`src/rtl/spi_frame_ctrl_if.sv`:
```
// Word-level link between the frame controller and the SPI shifter.
interface spi_frame_ctrl_if;
    logic [7:0] tx_data_o;
    logic       tx_valid_o;
    logic       tx_ready_i;
    logic       word_done_i;
    logic       cs_n_o;

    modport master (
        output tx_data_o,
        output tx_valid_o,
        output cs_n_o,
        input  tx_ready_i,
        input  word_done_i
    );

    modport slave (
        input  tx_data_o,
        input  tx_valid_o,
        input  cs_n_o,
        output tx_ready_i,
        output word_done_i
    );
endinterface

```
`src/rtl/spi_frame_ctrl.sv`:
```
// Sends a 3-word frame (HEADER, snapshot of the payload counter, XOR checksum)
// to an SPI shifter, framing it with chip-select setup and hold time.
module spi_frame_ctrl #(
    parameter int unsigned CS_SETUP = 4,
    parameter int unsigned CS_HOLD  = 4,
    parameter logic [7:0]  HEADER   = 8'hA5
) (
    input  logic             clk_100,
    input  logic             s_rst,
    input  logic             next_count_i,
    input  logic             start_send_i,
    output logic             busy_o,
    output logic             frame_done_o,
    output logic             dropped_o,
    output logic [7:0]       count_o,
    spi_frame_ctrl_if.master spi
);

    typedef enum logic [2:0] {
        ST_IDLE  = 3'd0,
        ST_SETUP = 3'd1,
        ST_SEND  = 3'd2,
        ST_WAIT  = 3'd3,
        ST_HOLD  = 3'd4
    } state_t;

    localparam logic [7:0] SETUP_LAST = 8'(CS_SETUP - 1);
    localparam logic [7:0] HOLD_LAST  = 8'(CS_HOLD - 1);
    localparam logic [1:0] WORDS_LAST = 2'd3;

    state_t     state_r;
    logic [7:0] count_r;
    logic [7:0] snap_r;
    logic [7:0] phase_cnt_r;
    logic [1:0] word_idx_r;
    logic [7:0] tx_data_r;
    logic       tx_valid_r;
    logic       cs_n_r;
    logic       busy_r;
    logic       frame_done_r;
    logic       dropped_r;

    // Index 0 is the header, 1 the payload, 2 the checksum.
    function automatic logic [7:0] frame_word(input logic [1:0] idx, input logic [7:0] snap);
        logic [7:0] word;
        case (idx)
            2'd0:    word = HEADER;
            2'd1:    word = snap;
            2'd2:    word = HEADER ^ snap;
            default: word = HEADER;
        endcase
        return word;
    endfunction

    // Frame sequencer, payload counter and every registered output.
    always_ff @(posedge clk_100) begin
        if (s_rst) begin
            state_r      <= ST_IDLE;
            count_r      <= 8'h00;
            snap_r       <= 8'h00;
            phase_cnt_r  <= 8'h00;
            word_idx_r   <= 2'd0;
            tx_data_r    <= 8'h00;
            tx_valid_r   <= 1'b0;
            cs_n_r       <= 1'b1;
            busy_r       <= 1'b0;
            frame_done_r <= 1'b0;
            dropped_r    <= 1'b0;
        end else begin
            count_r      <= count_r + {7'd0, next_count_i};
            frame_done_r <= 1'b0;
            dropped_r    <= start_send_i & busy_r;
            case (state_r)
                ST_IDLE: begin
                    if (start_send_i) begin
                        // Snapshot uses the pre-increment counter value.
                        state_r     <= ST_SETUP;
                        snap_r      <= count_r;
                        cs_n_r      <= 1'b0;
                        busy_r      <= 1'b1;
                        phase_cnt_r <= 8'h00;
                        word_idx_r  <= 2'd0;
                    end
                end
                ST_SETUP: begin
                    if (phase_cnt_r == SETUP_LAST) begin
                        state_r    <= ST_SEND;
                        tx_valid_r <= 1'b1;
                        tx_data_r  <= frame_word(2'd0, snap_r);
                    end else begin
                        phase_cnt_r <= phase_cnt_r + 8'd1;
                    end
                end
                ST_SEND: begin
                    if (spi.tx_ready_i) begin
                        state_r    <= ST_WAIT;
                        tx_valid_r <= 1'b0;
                        word_idx_r <= word_idx_r + 2'd1;
                    end
                end
                ST_WAIT: begin
                    if (spi.word_done_i) begin
                        if (word_idx_r == WORDS_LAST) begin
                            state_r     <= ST_HOLD;
                            phase_cnt_r <= 8'h00;
                        end else begin
                            state_r    <= ST_SEND;
                            tx_valid_r <= 1'b1;
                            tx_data_r  <= frame_word(word_idx_r, snap_r);
                        end
                    end
                end
                ST_HOLD: begin
                    if (phase_cnt_r == HOLD_LAST) begin
                        state_r      <= ST_IDLE;
                        cs_n_r       <= 1'b1;
                        busy_r       <= 1'b0;
                        frame_done_r <= 1'b1;
                    end else begin
                        phase_cnt_r <= phase_cnt_r + 8'd1;
                    end
                end
                default: begin
                    state_r    <= ST_IDLE;
                    tx_valid_r <= 1'b0;
                    cs_n_r     <= 1'b1;
                    busy_r     <= 1'b0;
                end
            endcase
        end
    end

    assign spi.tx_data_o  = tx_data_r;
    assign spi.tx_valid_o = tx_valid_r;
    assign spi.cs_n_o     = cs_n_r;
    assign busy_o         = busy_r;
    assign frame_done_o   = frame_done_r;
    assign dropped_o      = dropped_r;
    assign count_o        = count_r;

endmodule

```
`src/flat_wrapper.sv`:
```
// flat-port wrapper written by rule: the top's interface ports become plain ports
module spi_frame_ctrl_flat 
#(
    parameter int unsigned CS_SETUP = 4,
    parameter int unsigned CS_HOLD  = 4,
    parameter logic [7:0]  HEADER   = 8'hA5
)
  (clk_100, s_rst, next_count_i, start_send_i, busy_o, frame_done_o, dropped_o, count_o, spi_tx_data_o, spi_tx_valid_o, spi_cs_n_o, spi_tx_ready_i, spi_word_done_i);
  spi_frame_ctrl_if spi_i ();
  input  logic clk_100;
  input  logic s_rst;
  input  logic next_count_i;
  input  logic start_send_i;
  output logic busy_o;
  output logic frame_done_o;
  output logic dropped_o;
  output logic [7:0] count_o;
  output wire logic [$bits(spi_i.tx_data_o)-1:0] spi_tx_data_o;
  output wire logic [$bits(spi_i.tx_valid_o)-1:0] spi_tx_valid_o;
  output wire logic [$bits(spi_i.cs_n_o)-1:0] spi_cs_n_o;
  input wire logic [$bits(spi_i.tx_ready_i)-1:0] spi_tx_ready_i;
  input wire logic [$bits(spi_i.word_done_i)-1:0] spi_word_done_i;
  assign spi_tx_data_o = spi_i.tx_data_o;
  assign spi_tx_valid_o = spi_i.tx_valid_o;
  assign spi_cs_n_o = spi_i.cs_n_o;
  assign spi_i.tx_ready_i = spi_tx_ready_i;
  assign spi_i.word_done_i = spi_word_done_i;
  spi_frame_ctrl #(.CS_SETUP(CS_SETUP), .CS_HOLD(CS_HOLD), .HEADER(HEADER)) u_core (.clk_100(clk_100), .s_rst(s_rst), .next_count_i(next_count_i), .start_send_i(start_send_i), .busy_o(busy_o), .frame_done_o(frame_done_o), .dropped_o(dropped_o), .count_o(count_o), .spi(spi_i));
endmodule
```
`config.mk`:
```
export PLATFORM = sky130hd
export DESIGN_NAME = spi_frame_ctrl_flat
export DESIGN_NICKNAME = d
export VERILOG_FILES = /design/src/rtl/spi_frame_ctrl_if.sv /design/src/rtl/spi_frame_ctrl.sv /design/src/flat_wrapper.sv
export SDC_FILE = /design/constraint.sdc
export NUM_CORES = 1
export LEC_CHECK = 0
export CORE_ASPECT_RATIO = 0.5
export CORE_MARGIN = 4
export CORE_UTILIZATION = 53
export DETAILED_ROUTE_END_ITERATION = 7
export HOLD_SLACK_MARGIN = 0.08
export PLACE_DENSITY = 0.78
export SYNTH_ARGS = -nofsm -noshare
export SYNTH_HDL_FRONTEND = slang
export SYNTH_SLANG_ARGS = --single-unit
export TNS_END_PERCENT = 30
```
`constraint.sdc`:
```
create_clock -name clk_100 -period 2.5 [get_ports clk_100]
set_input_delay 0.5 -clock clk_100 [delete_from_list [all_inputs] [get_ports clk_100]]
set_output_delay 0.5 -clock clk_100 [all_outputs]
set_load 0.1 [all_outputs]
```
==> results.md <==
| Stage | Item | Value |
| --- | --- | --- |
| status | Result of the run | finished clean |
| sta | Minimum hold slack | 448 ps |
| synthesis | Post-synth ARST share | 0 |
| global route | GRT met3 Usage | 0.0554 |
| synthesis | Synthesized area per cell | 8.69 um2 |
| die | Site Rows | 15 |
| clocking | Hold buffers post-CTS | 0 |
| synthesis | Number of synthesized register bits | 42 |
| worst setup path | Launching element of the worst setup path | spi_word_done_i |
| sta | Hold violation count in the final report | 0 |
| placed design | Gp weighted congestion | 0.863 |
| route | Vias/cell | 5.33 |
| clocking | CTS buffer count | 5 |
| die | Core area | 0.00347 mm2 |
| global route | Maximum number of pins on one net before global-route repair | 39 |
| die | Overall die area | 0.00474 mm2 |
| placed design | Post-placement setup slack | 69.4 ps |
| layout | Summed area of non-filler cells in the final layout | 0.00231 mm2 |
| power | Worst-case vdd ir drop | 0.317 mV |
| global route | Antenna violations before repair | 0 |
| synthesis | Fraction of the yosys area taken by sequential cells | 0.434 |
| placed design | Port buffer count | 26 |
| clocking | Clock latency on the worst-skew pair | 300 ps |
| clocking | Root buffer selected by CTS | sky130_fd_sc_hd__clkbuf_8 |
| worst setup path | Crit end category | flop |
| route | Drc violations | 0 |
| clocking | Count of cells resized by post-cts repair | 0 |
| worst setup path | Launch instance of the worst register-to-register path | u_core.word_idx_r[1] |
| global route | First-pass GRT wire length | 6510 um |
| die | Die height | 50.7 um |
| worst setup path | Setup CP Type | input port to flop |
| sta | Tcrit/Tclk final | 0.846 |
| global route | Gr ovfl total | 0 |
| sta | Headroom to the max-slew limit | 0.542 |
| global route | Tot GR Track Use | 0.172 |
| sta | Setup tns final | 0 ps |
| worst setup path | Critical path arrival | 2300 ps |
| die | Die boundary width | 93.5 um |
| synthesis | Synth top area share | 0.434 |
| placed design | HPWL after detailed placement | 2750 um |
| sta | Fin. max-slew vios | 0 |
| synthesis | Ranking of synthesized cells by area | sky130_fd_sc_hd__dfxtp_1 (43%), sky130_fd_sc_hd__nand2_1 (6.0%), sky130_fd_sc_hd__a21oi_1 (4.7%) |
| placed design | Placement Cell Area | 0.00222 mm2 |
| sta | Highest attainable clock frequency | 473 MHz |
| route | Total via count in the routed design | 1614 |
| die | Starting Density | 0.558 |
| clocking | Number of H-tree levels | 2 |
| global route | GRT met2 Usage | 0.291 |
| synthesis | Cell type contributing the most total cell area after synthesis | sky130_fd_sc_hd__dfxtp_1 |
| synthesis | Post-Syn Nets | 235 |
| route | Post-detailed-route wirelength per cell | 12.8 um |
| hold path | Depth of the worst hold-timing path | 2 |
| layout | Antenna diode count | 0 |
| global route | Met1 Track Usage GR | 0.209 |
| route | Routed Wire Length | 3880 um |
| worst setup path | Startpoint kind of the worst setup timing path | input port |
| clocking | CTS clk-pin slew, worst paths | 80 ps |
| layout | Fraction of final layout cells sized beyond drive strength 1 | 0.179 |
| synthesis | Post-synth EDFFs | 0 |
| route | Detailed Route Iter0 Violations | 47 |
| sta | Minimum period implied by the final worst setup slack | 2120 ps |
| clocking | Maximum buffer depth of the clock tree | 2 |
| power | Leakage power total | 0.861 nW |
| clocking | CTS tree | done |
| sta | Worst Setup Slack, final | 385 ps |
| synthesis | Post-Synthesis Cells | 223 |
| layout | Syn-to-layout area delta | 19.1% |
| sta | Number of endpoints failing setup at the final stage | 0 |
| route | First-pass iteration count of the detailed router | 4 |
| worst setup path | Data required time at the worst endpoint | 2690 ps |
| hold path | Hold Crit Class | flop to flop |
| synthesis | Number of warning messages in the yosys log | 0 |
| flow run | Maxcap violations | 0 |
| route | Antenna Violating Nets Remaining | 0 |
| synthesis | Cell area after technology mapping | 0.00194 mm2 |
| synthesis | Most instantiated flip-flop cell in the synthesis netlist | sky130_fd_sc_hd__dfxtp_1 |
| clocking | Clk sink count | 42 |
| synthesis | Distinct cell type count of the synthesized netlist | 41 |
| sta | Worst setup skew after layout | 7.80 ps |
| worst setup path | Maximum fanout count along the critical path | 7 |
| die | IO Pins | 27 |
| layout | Highest-count cells in the layout ignoring fill and taps | sky130_fd_sc_hd__dfxtp_1 (42), sky130_fd_sc_hd__nand2_1 (31), sky130_fd_sc_hd__buf_4 (26) |
| clocking | Setup Buffers After CTS | 0 |
| worst setup path | Number of cells on the worst reg-to-reg path | 6 |
| sta | Setup repair after global routing missed its margin | no |
| hold path | Start point of the worst min-delay path | u_core.busy_o |
| layout | Most common cell after layout, fill and taps aside | sky130_fd_sc_hd__dfxtp_1 |
| power | Pwr/cell area | 719 mW/mm2 |
| global route | Layer with the highest usage after global routing | met2 |
| global route | Number of global-route vias before repair | 1501 |
| sta | Transition at the pin with the smallest max-transition slack | 680 ps |
| layout | Number of nets at the end of the flow | 263 |
## report_power, final
group / internal (mW) / switching [mW]
sequential: 0.707 / 0.0566
combinational: 0.154 / 0.296
clock: 0.196 / 0.247
## per-layer routing
| metal | wire (um) | share of wire |
|---|---|---|
| met1 | 1880 | 0.48 |
| met2 | 1790 | 0.46 |
| met3 | 173 | 0.045 |
| met4 | 29 | 0.0075 |
| met5 | 0 | 0 |
## through the flow
step                      power [mW]  instances  utilization
after CTS                       1.67        303        0.664
after floorplan                 1.12        223            -
after detailed placement        1.22        295        0.638
after global routing            1.75        303        0.664
after global placement          1.22        295        0.638
final                           1.66        303        0.664
## Yosys cell counts (2+ instances only)
master / count
sky130_fd_sc_hd__a2111oi_0: 3
sky130_fd_sc_hd__a21oi_1: 18
sky130_fd_sc_hd__a221oi_2: 4
sky130_fd_sc_hd__and3_1: 2
sky130_fd_sc_hd__clkbuf_1: 9
sky130_fd_sc_hd__dfxtp_1: 42
sky130_fd_sc_hd__ha_1: 6
sky130_fd_sc_hd__inv_1: 8
sky130_fd_sc_hd__mux2i_1: 8
sky130_fd_sc_hd__nand2_1: 31
sky130_fd_sc_hd__nand2b_1: 5
sky130_fd_sc_hd__nand3_1: 9
sky130_fd_sc_hd__nand3b_1: 2
sky130_fd_sc_hd__nor2_1: 24
sky130_fd_sc_hd__nor2b_1: 4
sky130_fd_sc_hd__nor3_1: 6
sky130_fd_sc_hd__nor3b_1: 2
sky130_fd_sc_hd__nor4_1: 2
sky130_fd_sc_hd__o21ai_1: 3
sky130_fd_sc_hd__o22ai_1: 2
sky130_fd_sc_hd__or2_1: 2
sky130_fd_sc_hd__or2_2: 2
sky130_fd_sc_hd__xnor2_1: 8
sky130_fd_sc_hd__xor2_1: 4
## cells by family after synthesis
group | share of synthesized area
buffers and inverters | 0.0413
and+or+nand+nor | 0.250
muxes | 0.0413
adders and majority gates | 0.0388
xor gates and xnor gates | 0.0543
DFF | 0.434
AOI/OAI and AO/OA | 0.140
## layout make-up
class	count	area, um2
Fill cell	294	1170
Timing Repair Buffer	32	265
Multi-Input combinational cell	162	1020
Clock inverter	3	21.3
Sequential cell	42	841
Inverter	8	30.0
Tap cell	51	63.8
Clock buffer	5	68.8
## sequential cells by signal (all words and copies together), names as in the netlist
| name | count |
|---|---|
| u_core.spi.tx_data_o | 8 |
| u_core.snap_r | 8 |
| u_core.dropped_o | 1 |
| u_core.spi.cs_n_o | 1 |
| u_core.phase_cnt_r | 8 |
| u_core.state_r | 3 |
| u_core.spi.tx_valid_o | 1 |
| u_core.frame_done_o | 1 |
| u_core.word_idx_r | 2 |
| u_core.busy_o | 1 |
| u_core.count_o | 8 |
## worst paths after layout
kind                                 to  slack [ps]
setup / recovery  u_core.phase_cnt_r[6]         380
hold / removal         u_core.dropped_o         450
hold reg to reg        u_core.dropped_o         450
setup reg to reg  u_core.phase_cnt_r[6]         470
## worst max-delay path, stage by stage
cell and delay [ps]:
sky130_fd_sc_hd__clkdlybuf4s50_1 550, sky130_fd_sc_hd__nand3_1 90, sky130_fd_sc_hd__a221o_1 400, sky130_fd_sc_hd__a2111oi_0 530
sky130_fd_sc_hd__xnor2_1 180, sky130_fd_sc_hd__nor2_1 50
(Power assumes the default switching activity.)
